$ cat src/rtl/vga_cmd_unit.sv
// vga_cmd_unit: queues VGA sprite/font/background commands and applies them during vertical blanking.
module vga_cmd_unit #(
  parameter int DEPTH = 4,
  parameter int NSPR  = 8
) (
  input  logic                    clk,
  input  logic                    reset,
  input  logic                    spriteE,
  input  logic                    fontE,
  input  logic                    backgroundE,
  input  logic                    posE,
  input  logic                    attrE,
  input  logic                    visiE,
  input  logic                    stallE,
  input  logic [31:0]             srcaE,
  input  logic [31:0]             srcbE,
  input  logic                    vblank,
  output logic                    vga_stall,
  output logic                    busy,
  input  logic [$clog2(NSPR)-1:0] spr_rd_idx,
  output logic [9:0]              spr_x,
  output logic [9:0]              spr_y,
  output logic [7:0]              spr_attr,
  output logic                    spr_vis,
  output logic [11:0]             bg_color,
  output logic                    font_we,
  output logic [11:0]             font_addr,
  output logic [7:0]              font_data
);
  localparam int AW = $clog2(DEPTH);
  localparam int IW = $clog2(NSPR);
  localparam logic [AW:0] FULL_CNT = DEPTH[AW:0];
  localparam logic [1:0] IDLE = 2'd0, WAIT_BLANK = 2'd1, DRAIN = 2'd2;
  localparam logic [1:0] T_SPR = 2'd1, T_FONT = 2'd2, T_BG = 2'd3;
  logic [1:0]  type_mem [DEPTH];
  logic [2:0]  sel_mem  [DEPTH];
  logic [11:0] a_mem    [DEPTH];
  logic [31:0] b_mem    [DEPTH];
  logic [9:0]  x_q [NSPR];
  logic [9:0]  y_q [NSPR];
  logic [7:0]  attr_q [NSPR];
  logic        vis_q [NSPR];
  logic [AW-1:0] rd_ptr_q, wr_ptr_q;
  logic [AW:0]   count_q, count_d;
  logic [1:0]    state_q, state_d;
  logic [11:0]   bg_q, font_addr_q;
  logic [7:0]    font_data_q;
  logic          font_we_q;
  logic          cmd_valid, full, push, pop;
  logic [1:0]    cmd_type, h_type;
  logic [2:0]    h_sel;
  logic [11:0]   h_a;
  logic [31:0]   h_b;
  logic [IW-1:0] h_idx;
  logic          unused_bits;
  assign cmd_valid = spriteE | fontE | backgroundE;
  assign cmd_type  = spriteE ? T_SPR : fontE ? T_FONT : T_BG;
  assign full      = count_q == FULL_CNT;
  assign vga_stall = cmd_valid & full;
  assign push      = cmd_valid & ~full & ~stallE;
  assign pop       = (state_q == DRAIN) & (count_q != '0);
  assign count_d   = count_q + (AW+1)'(push) - (AW+1)'(pop);
  assign state_d   = (count_d == '0) ? IDLE : vblank ? DRAIN : WAIT_BLANK;
  assign h_type    = type_mem[rd_ptr_q];
  assign h_sel     = sel_mem[rd_ptr_q];
  assign h_a       = a_mem[rd_ptr_q];
  assign h_b       = b_mem[rd_ptr_q];
  assign h_idx     = h_a[IW-1:0];
  assign unused_bits = ^{srcaE[31:12], h_b[30:28]};
  assign busy      = state_q != IDLE;
  assign spr_x     = x_q[spr_rd_idx];
  assign spr_y     = y_q[spr_rd_idx];
  assign spr_attr  = attr_q[spr_rd_idx];
  assign spr_vis   = vis_q[spr_rd_idx];
  assign bg_color  = bg_q;
  assign font_we   = font_we_q;
  assign font_addr = font_addr_q;
  assign font_data = font_data_q;
  // Queue storage carries no reset; count and pointers alone define validity.
  always_ff @(posedge clk) begin
    if (push) begin
      type_mem[wr_ptr_q] <= cmd_type;
      sel_mem[wr_ptr_q]  <= {posE, attrE, visiE};
      a_mem[wr_ptr_q]    <= srcaE[11:0];
      b_mem[wr_ptr_q]    <= srcbE;
    end
  end
  always_ff @(posedge clk) begin
    if (reset) begin
      rd_ptr_q    <= '0;
      wr_ptr_q    <= '0;
      count_q     <= '0;
      state_q     <= IDLE;
      bg_q        <= '0;
      font_we_q   <= 1'b0;
      font_addr_q <= '0;
      font_data_q <= '0;
      for (int i = 0; i < NSPR; i++) begin
        x_q[i]    <= '0;
        y_q[i]    <= '0;
        attr_q[i] <= '0;
        vis_q[i]  <= 1'b0;
      end
    end else begin
      if (push) wr_ptr_q <= wr_ptr_q + 1'b1;
      if (pop) rd_ptr_q <= rd_ptr_q + 1'b1;
      count_q   <= count_d;
      state_q   <= state_d;
      font_we_q <= pop && h_type == T_FONT;
      if (pop && h_type == T_FONT) begin
        font_addr_q <= h_a;
        font_data_q <= h_b[7:0];
      end
      if (pop && h_type == T_BG) bg_q <= h_b[11:0];
      if (pop && h_type == T_SPR) begin
        if (h_sel[2]) begin
          x_q[h_idx] <= h_b[9:0];
          y_q[h_idx] <= h_b[19:10];
        end
        if (h_sel[1]) attr_q[h_idx] <= h_b[27:20];
        if (h_sel[0]) vis_q[h_idx] <= h_b[31];
      end
    end
  end
endmodule

$ cat config.mk
export PLATFORM = sky130hd
export DESIGN_NAME = vga_cmd_unit
export DESIGN_NICKNAME = d
export VERILOG_FILES = /design/src/rtl/vga_cmd_unit.sv
export SDC_FILE = /design/constraint.sdc
export NUM_CORES = 1
export LEC_CHECK = 0
export ABC_AREA = 0
export BUFFER_PORTS_ARGS = -buffer_cell sky130_fd_sc_hd__buf_2
export CORE_ASPECT_RATIO = 0.8
export CORE_MARGIN = 2
export CORE_UTILIZATION = 54
export CTS_CLUSTER_SIZE = 40
export DETAILED_ROUTE_END_ITERATION = 7
export HOLD_SLACK_MARGIN = 0.12
export PLACE_DENSITY = 0.88
export SETUP_SLACK_MARGIN = 0.02
export SLEW_MARGIN = 10
export SYNTH_ARGS = -nofsm -noshare
export SYNTH_HDL_FRONTEND = slang
export SYNTH_SLANG_ARGS = --single-unit
$ cat constraint.sdc
create_clock -name clk -period 3.05 [get_ports clk]
set_input_delay 0.61 -clock clk [delete_from_list [all_inputs] [get_ports clk]]
set_output_delay 0.61 -clock clk [all_outputs]
set_load 0.02 [all_outputs]
=== After elaboration in Yosys (flattened, before gate mapping) ===
Memories as Yosys holds them, arrays and structs flattened. A register that Yosys moved wholly into a read port is not among the register bits.
Index checks and enable logic that the tools add are counted.

* Bits in writable memories: 428
* Register bits: 42
* Memories: 8
* Output and inout bits: 64
* Word-level logic and storage cells: 83

* $add $sub $neg: 4
* Mux-type cells: 39
* Equal/unequal tests: 5
* Reductions and logical operators: 11
* Bitwise operators: 8

{| class="wikitable"
|+ Memories
! memory !! depth !! width !! rd ports !! clocked after memory_dff !! wr ports !! line !! source
|-
| b_mem || 4 || 32 || 1 || 1 || 1 || 38 || <nowiki>logic [31:0] b_mem [DEPTH];</nowiki>
|-
| x_q || 8 || 10 || 1 || 0 || 8 || 39 || <nowiki>logic [9:0] x_q [NSPR];</nowiki>
|-
| y_q || 8 || 10 || 1 || 0 || 8 || 40 || <nowiki>logic [9:0] y_q [NSPR];</nowiki>
|-
| attr_q || 8 || 8 || 1 || 0 || 8 || 41 || <nowiki>logic [7:0] attr_q [NSPR];</nowiki>
|-
| a_mem || 4 || 12 || 1 || 1 || 1 || 37 || <nowiki>logic [11:0] a_mem [DEPTH];</nowiki>
|-
| sel_mem || 4 || 3 || 1 || 1 || 1 || 36 || <nowiki>logic [2:0] sel_mem [DEPTH];</nowiki>
|-
| +2 memories || - || - || - || - || - || - ||
|}

{| class="wikitable"
|+ Operators by type and width
! kind !! count
|-
| $mux W1 || 22
|-
| $mux W10 || 2
|-
| $mux W2 || 10
|-
| $reduce_or A10 Y1 || 2
|-
| $mux W3 || 4
|-
| $mux W8 || 1
|-
| $reduce_or A8 Y1 || 1
|-
| $eq A2 B2 Y1 const B || 3
|-
| $add A2 B1 Y2 const B || 2
|-
| $and A1 B1 Y1 || 4
|-
| $add A3 B1 Y3 || 1
|-
| $eq A3 B3 Y1 const B || 1
|-
| $logic_and A1 B1 Y1 || 3
|-
| $logic_not A3 Y1 || 1
|-
| $reduce_bool A3 Y1 || 1
|-
| $sub A3 B1 Y3 || 1
|-
| $eq A2 B1 Y1 const B || 1
|-
| $not A1 Y1 || 2
|-
| $or A1 B1 Y1 || 2
|-
| $reduce_bool A2 Y1 || 1
|-
| $reduce_or A2 Y1 || 1
|-
| $reduce_or A1 Y1 || 1
|}

=== Logic depth before layout (Yosys ltp) ===
Gate-level depths: netlist of the first run.

* Depth in word-level cells: 8
* Mapped depth: 11
* Gate-level depth less buffers: 11

=== Worst setup path after synthesis of the first run ===
Ideal clock, no wire load.

* Path type: register to register
* Start point: register with a tool-made name
* End point: memory x_q[4][0] (enable)
* Data arrival time: 2444 ps
* Setup slack: 205 ps
* Setup time: 401 ps
* Stages on the path, launching flop included: 5
* Data required time: 2649 ps
* Cell sequence: dfxtp_1 > buf_6 > mux4_2 > or3b_1 > o21bai_1

{| class="wikitable"
|+ RTL lines
! what !! line
|-
| to (decl) || 39
|}

=== Worst setup path in the final report of the first run ===
* Start point: register count_q[1]
* End point: register state_q[1]

* Elaborated cells on any way between the ends: 10
* Those cells by class: add/sub (2); eq/ne (1); bitwise (4); reduce/logical (3)

{| class="wikitable"
|+ RTL lines
! what !! line !! source
|-
| from (decl) || 44 || <nowiki>logic [AW:0] count_q, count_d;</nowiki>
|-
| from (signal assigned) || 107 || <nowiki>count_q <= count_d;</nowiki>
|-
| $reduce_bool A3 Y1 || 61 || <nowiki>assign pop = (state_q == DRAIN) & (count_q != '0);</nowiki>
|-
| $and A1 B1 Y1 || 61 ||
|-
| named net pop || 49 || <nowiki>logic cmd_valid, full, push, pop;</nowiki>
|-
| $sub A3 B1 Y3 || 62 || <nowiki>assign count_d = count_q + (AW+1)'(push) - (AW+1)'(pop);</nowiki>
|-
| $logic_not A3 Y1 || 63 || <nowiki>assign state_d = (count_d == '0) ? IDLE : vblank ? DRAIN : WAIT_BLANK;</nowiki>
|-
| $reduce_or A2 Y1 (no line) || - ||
|-
| to (signal assigned) || 108 || <nowiki>state_q <= state_d;</nowiki>
|-
| to (decl) || 45 || <nowiki>logic [1:0] state_q, state_d;</nowiki>
|}

The timed path passes the listed nets, and every way through them passes these cells.
A chain may end at the register's enable or synchronous reset.

==> results.json, run 1 <==
{
  "status": "finished, final reports clean",
  "syn_nets": 1211,
  "netlist_area_um2": 18600,
  "nets": 1354,
  "arrival_ns": 3.18,
  "yosysMostFrequentCell": "edfxtp_1",
  "worst_slew_margin_rel_pct": 47.0,
  "htreeDepth": 2,
  "yosysTopAreaCellShare_pct": 67.3,
  "place_area_um2": 19900,
  "clock-sinks": 460,
  "critPathLaunchType": "flip-flop",
  "reg2reg_depth": 10,
  "cts_buffer_depth": 3,
  "hold_viol_final": 0,
  "synthToLayoutAreaGrowth_pct": 14.6,
  "worst_pin_slew_ns": 0.790,
  "finalMaxSlewViolations": 0,
  "stdcell_area_um2": 21300,
  "seq_area_frac_synth_pct": 72.0,
  "nFillCells": 2268,
  "ys_types": 42,
  "syn_area_per_cell_um2": 16.5,
  "end_kind": "flip-flop",
  "min_period_ns": 2.74,
  "cts_hold_buf": 0,
  "ys_top_cells_by_count": "edfxtp_1 (416), nor2_1 (257), mux4_2 (96)",
  "grt_pass1_wl_mm": 61.0,
  "worstHoldPathType": "primary input to flip-flop",
  "ys_warn_count": 0,
  "postRouteAntennaNets": 0,
  "die_height_um": 170,
  "drv_cap": 0,
  "initial_core_util_pct": 55.0,
  "port_buffers": 117,
  "hold_depth": 2,
  "worstSetupPathType": "flip-flop to flip-flop",
  "required_ns": 3.49,
  "rsz0062_at_grt": "no",
  "vias": 10387,
  "drt_drc_violations_left": 0,
  "cts_setup_buffers": 0,
  "numCtsBuffers": 43,
  "synth_edf_count": 416,
  "layout.cells.non_filler": 1739,
  "drt_wl_total_mm": 39.9,
  "critPathTopFamily": "adder cells",
  "drtIter0Drc": 1070,
  "syn_inst": 1127,
  "ir_drop_mv": 0.578,
  "critPathMaxStageDelay_ns": 0.49,
  "drive_above_1_share_pct": 29.8,
  "preCtsSetupSlack_ns": 0.181,
  "grt_max_degree": 59,
  "rows": 60,
  "setup_violations": 0,
  "ys_seq_elements": 460,
  "die_x_um": 211,
  "synth-async-reset-ratio_pct": 0,
  "critical_path_cell_count": 10,
  "dpl.hpwl_mm": 24.2,
  "path_cells": "or3_1, and2_1, ha_1, inv_1, ha_1, inv_1, fa_1, xor2_1, xnor2_1, a311oi_1",
  "antenna_found_initial": 6,
  "p_leak_nw": 7.48,
  "cts_resized": 0,
  "viasPerCell": 5.97,
  "clockRootBuffer": "clkbuf_16",
  "wl_met1_mm": 15.7,
  "clock_skew_ns": 0.0125,
  "synthTopCellsByArea": "edfxtp_1 (67%), mux4_2 (12%), nor2_1 (5.2%), dfxtp_1 (4.7%), mux2_2 (2.2%)",
  "synth_top_area_cell": "edfxtp_1",
  "synth_ff_type": "edfxtp_1",
  "dp_cells": 1659,
  "cts_tree": "done",
  "setup_ws_ns": 0.313,
  "die_area_um2": 35900,
  "period_share_pct": 89.7,
  "core_area_um2": 33800,
  "maxUsedRoutingLayer": "met5",
  "place.gp.congestion": 0.731,
  "grt_use_total_pct": 22.7,
  "gr-total-overflow": 0,
  "clk-insertion-delay-late_ns": 0.54,
  "cp_max_fo": 5,
  "max_freq_mhz": 365,
  "clk_pin_slew_ns": 0.06,
  "pin_count": 141,
  "fin_setup_tns_ns": 0,
  "path_buf_inv": 2,
  "critPathSlowestCell": "or3_1",
  "grt_pass1_vias": 10686,
  "p_per_area_nw_per_um2": 704,
  "detail_route.wl_per_cell_um": 23.0,
  "wl_met3_mm": 4.20,
  "wl_met2_mm": 19.5,
  "drt_pre_antenna_iters": 5
}
## logic make-up (layout without fill, tap and decap cells)
logic type / after synthesis / count (layout) / share of synthesized area, %
AOI/OAI and AO/OA: 47 / 47 / 1.54
xor gates and xnor gates: 5 / 5 / 0.236
adders and majority gates: 7 / 7 / 0.512
buffers and inverters: 74 / 248 / 1.83
DFF: 460 / 460 / 72.0
muxes: 154 / 154 / 15.0
other: 0 / 4 / 0
and+or+nand+nor: 380 / 380 / 8.83
## metal layers
metal / vias up / track usage, %
li1: 4553 / -
met1: 5266 / 31.5
met2: 517 / 37.0
met3: 47 / 5.92
met4: 4 / 4.56
met5: - / 0
## area by class of cell
| type | count | area (µm²) | area share, % |
|---|---|---|---|
| Antenna cell | 4 | 10.0 | 0.0470 |
| Clock buffer | 53 | 1180 | 5.53 |
| Clock inverter | 23 | 223 | 1.05 |
| Inverter | 8 | 30.0 | 0.141 |
| Multi-Input combinational cell | 593 | 4900 | 23.0 |
| Sequential cell | 460 | 13400 | 62.9 |
| Tap cell | 434 | 543 | 2.55 |
| Timing Repair Buffer | 164 | 1020 | 4.77 |
## worst paths after layout
| check | startpoint | slack, ns | endpoint |
|---|---|---|---|
| setup / recovery | count_q[1] | 0.31 | state_q[1] |
| hold / removal | vblank | 0.24 | state_q[0] |
| setup reg to reg | count_q[1] | 0.31 | state_q[1] |
| hold reg to reg | font_data[0] | 0.46 | font_data[0] |
## cell usage in the layout, fill, tap and decap left out, types with 6 or more instances in the layout
cell and instances:
nand3_1 26, dfxtp_1 42, nand2_1 53, inv_1 8, buf_2 116, nand2b_1 8, a21o_1 8, a21oi_1 20
o21ai_1 8, clkbuf_1 6, o21bai_2 8, mux4_2 96, clkinv_2 12, mux2_2 37, mux2i_1 21, ha_1 6
buf_12 6, nor2_1 257, buf_4 42, clkbuf_16 45, edfxtp_1 416
## report_power, final
part           total (mW)  switching (mW)  internal, mW  leakage, nW
registers            7.45           0.170          7.28         4.43
logic                2.22            1.41         0.809         2.34
clock network        5.32            2.23          3.09        0.698
## worst register-to-register path: stages, from the launching register on
cell and delay [ns]:
dfxtp_1 0.36, or3_1 0.49, and2_1 0.26, ha_1 0.30
inv_1 0.06, ha_1 0.13, inv_1 0.05, fa_1 0.39
xor2_1 0.16, xnor2_1 0.17, a311oi_1 0.28
## registers in the layout, indices dropped and copies added, names as in the netlist, 12 cells and up, named ones only
signal and cells:
x_q 80, b_mem 116, sel_mem 12, font_addr 12
bg_color 12, y_q 80, a_mem 48, attr_q 64
## stage by stage
step / hold WS (ns) / total power, mW / utilization, %
finish: 0.240 / 15.0 / 63.0
global route: 0.238 / 15.5 / 63.0
CTS: 0.226 / 15.0 / 63.0
detailed placement: 0.448 / 9.77 / 58.8
global placement: 0.440 / 9.68 / 58.8
floorplan: 0.485 / 9.00 / -
No activity file was read; power rests on OpenSTA's default activity.
==> run 2: changes to the inputs <==
- CORE_UTILIZATION: 54 -> 61
- PLACE_DENSITY: 0.88 -> 0.93
- clock period: 3.05 -> 3.2 ns (I/O delays scaled with it)
==> run 2 against run 1 <==
Net effect: clock power down 7.5%; sequential share of layout area up 0.052 points; cell count down 0.81%; sequential power down 4.7%; via count up 3.6%; maximum frequency down 9.4%; routed wire length up 7.4%; critical path depth down 5; critical endpoint is now y_q[6][7]; first-iteration DRC count up 12%.
==> results.json, run 2 (synthesized netlist as in run 1, its figures left out) <==
{
  "status": "finished, final reports clean",
  "drt_pre_antenna_iters": 5,
  "die_height_um": 160,
  "critPathLaunchType": "flip-flop",
  "clock-sinks": 460,
  "setup_violations": 0,
  "dpl.hpwl_mm": 26.2,
  "rows": 57,
  "reg.largest.list": "b_mem x116, x_q x80, y_q x80",
  "postRouteAntennaNets": 0,
  "arrival_ns": 3.27,
  "vias": 10757,
  "worstHoldPathType": "primary input to flip-flop",
  "critPathMaxStageDelay_ns": 0.80,
  "die_area_um2": 31900,
  "worst_pin_slew_ns": 0.947,
  "clk_pin_slew_ns": 0.06,
  "period_share_pct": 94.4,
  "p_seq_share_pct": 50.0,
  "end_kind": "flip-flop",
  "required_ns": 3.44,
  "critical_path_cell_count": 5,
  "nFillCells": 1757,
  "port_buffers": 117,
  "place_area_um2": 19900,
  "switchingPower_mw": 3.68,
  "drt_drc_violations_left": 0,
  "drt_wl_total_mm": 42.9,
  "multi_input_area_um2": 4920,
  "clk-insertion-delay-late_ns": 0.54,
  "grt_max_degree": 68,
  "clock_skew_ns": 0.0145,
  "critPathTopFamily": "compound AO/OA/AOI/OAI gates",
  "pin_count": 141,
  "r2r_end": "y_q[6][7]",
  "max_freq_mhz": 331,
  "detail_route.wl_per_cell_um": 24.9,
  "clockRootBuffer": "clkbuf_16",
  "viasPerCell": 6.24,
  "reg2reg_depth": 5,
  "critPathSlowestCell": "o21bai_2",
  "hold_viol_final": 0,
  "worstSetupPathType": "flip-flop to flip-flop",
  "place.gp.congestion": 0.756,
  "path_cells": "mux4_2, nor2b_1, nand2_1, o21bai_2, buf_4",
  "nets": 1360,
  "grt_pass1_vias": 11227,
  "worst_slew_margin_rel_pct": 36.7,
  "min_period_ns": 3.02,
  "grt_pass1_wl_mm": 64.8,
  "cp_max_fo": 17,
  "rsz0062_at_grt": "no",
  "fin_setup_tns_ns": 0,
  "p_int_mw": 10.5,
  "core_area_um2": 30200,
  "synthToLayoutAreaGrowth_pct": 14.5,
  "regArea_um2": 13400,
  "numCtsBuffers": 43,
  "layout_common_cells": "edfxtp_1 (416), nor2_1 (257), buf_2 (116), mux4_2 (96), nand2_1 (53)",
  "grt_use_total_pct": 27.5,
  "gr-total-overflow": 0,
  "p_comb_share_pct": 15.3,
  "cts_tree": "done",
  "r2r_setup_slack_ns": 0.18,
  "cts_setup_buffers": 0,
  "initial_core_util_pct": 61.5,
  "cts_buffer_depth": 3,
  "path_buf_inv": 1,
  "drv_cap": 0,
  "drive_above_1_share_pct": 29.4,
  "die_x_um": 199,
  "stdcell_area_um2": 21300,
  "switching_share_pct": 25.9,
  "p_per_area_nw_per_um2": 668,
  "antenna_found_initial": 4,
  "final_common_cell": "edfxtp_1",
  "drtIter0Drc": 1196,
  "regMostFlops": "b_mem",
  "ir_drop_mv": 0.526,
  "htreeDepth": 2,
  "power_frac_clock_pct": 34.7,
  "crit_end": "y_q[6][7]",
  "largest_reg_flops": 116,
  "finalMaxSlewViolations": 0,
  "p_leak_nw": 7.47
}
run 2: changes by cell type in the layout (fill, tap and decap cells not counted), moves of 4 or more:
cell | before | now
clkinv_2 | 12 | 6
clkbuf_1 | 6 | 10
clkinv_1 | 3 | 11
buf_4 | 42 | 48
run 2: through the flow:
step	total power [mW]	worst slack, ns	hold slack [ns]	std cells	util (%)
2_1_floorplan	8.58	0.353	0.485	1127	-
3_3_place_gp	9.19	0.309	0.439	1644	65.9
3_5_place_dp	9.32	0.201	0.445	1644	65.9
4_1_cts	14.2	0.144	0.271	1723	70.4
5_1_grt	14.6	0.0642	0.277	1723	70.5
6_report	14.2	0.179	0.289	1725	70.5
run 2: what timing repair did:
action                     4_1_cts  5_1_grt
hold buffers                     0        0
resized for setup                0        1
setup endpoints to repair        0        8
run 2: worst reg2reg max path: stages (launching register included):
cell	delay [ns]
dfxtp_4	0.49
mux4_2	0.64
nor2b_1	0.23
nand2_1	0.25
o21bai_2	0.80
buf_4	0.30
run 2: cell type report:
type	instances	area share, %
sequential	460	62.9
multi-input combinational	593	23.1
clock buffer	58	5.67
timing repair buffer	170	4.99
tap	413	2.43
clock inverter	21	0.694
inverter	8	0.141
antenna	2	0.0235
run 2: worst min-delay path by stage:
stage	slack, ns	endpoint	cells after the start	start
finish	0.29	state_q[0]	2	vblank
detailed placement	0.44	font_data[7]	2	font_data[7]
global route	0.28	state_q[0]	2	vblank
global placement	0.44	font_addr[5]	2	font_addr[5]
CTS	0.27	state_q[0]	2	vblank
floorplan	0.48	flip-flop	2	rd_ptr_q[1]
run 2: per-layer routing:
metal / vias up / global-route usage (%) / share of wire, %
met3: 105 / 6.65 / 10
met5: - / 0 / 0.077
met1: 5415 / 36.2 / 37
met2: 685 / 45.4 / 50
met4: 6 / 9.70 / 2.7
li1: 4546 / - / -
run 2: power groups by stage:
stage | registers (mW) | logic, mW | clock network, mW
after floorplan | 7.17 | 1.40 | 0
after global placement | 7.18 | 2.01 | 0
after detailed placement | 7.22 | 2.10 | 0
after CTS | 7.10 | 2.16 | 4.94
after global routing | 7.13 | 2.31 | 5.16
final | 7.10 | 2.17 | 4.92
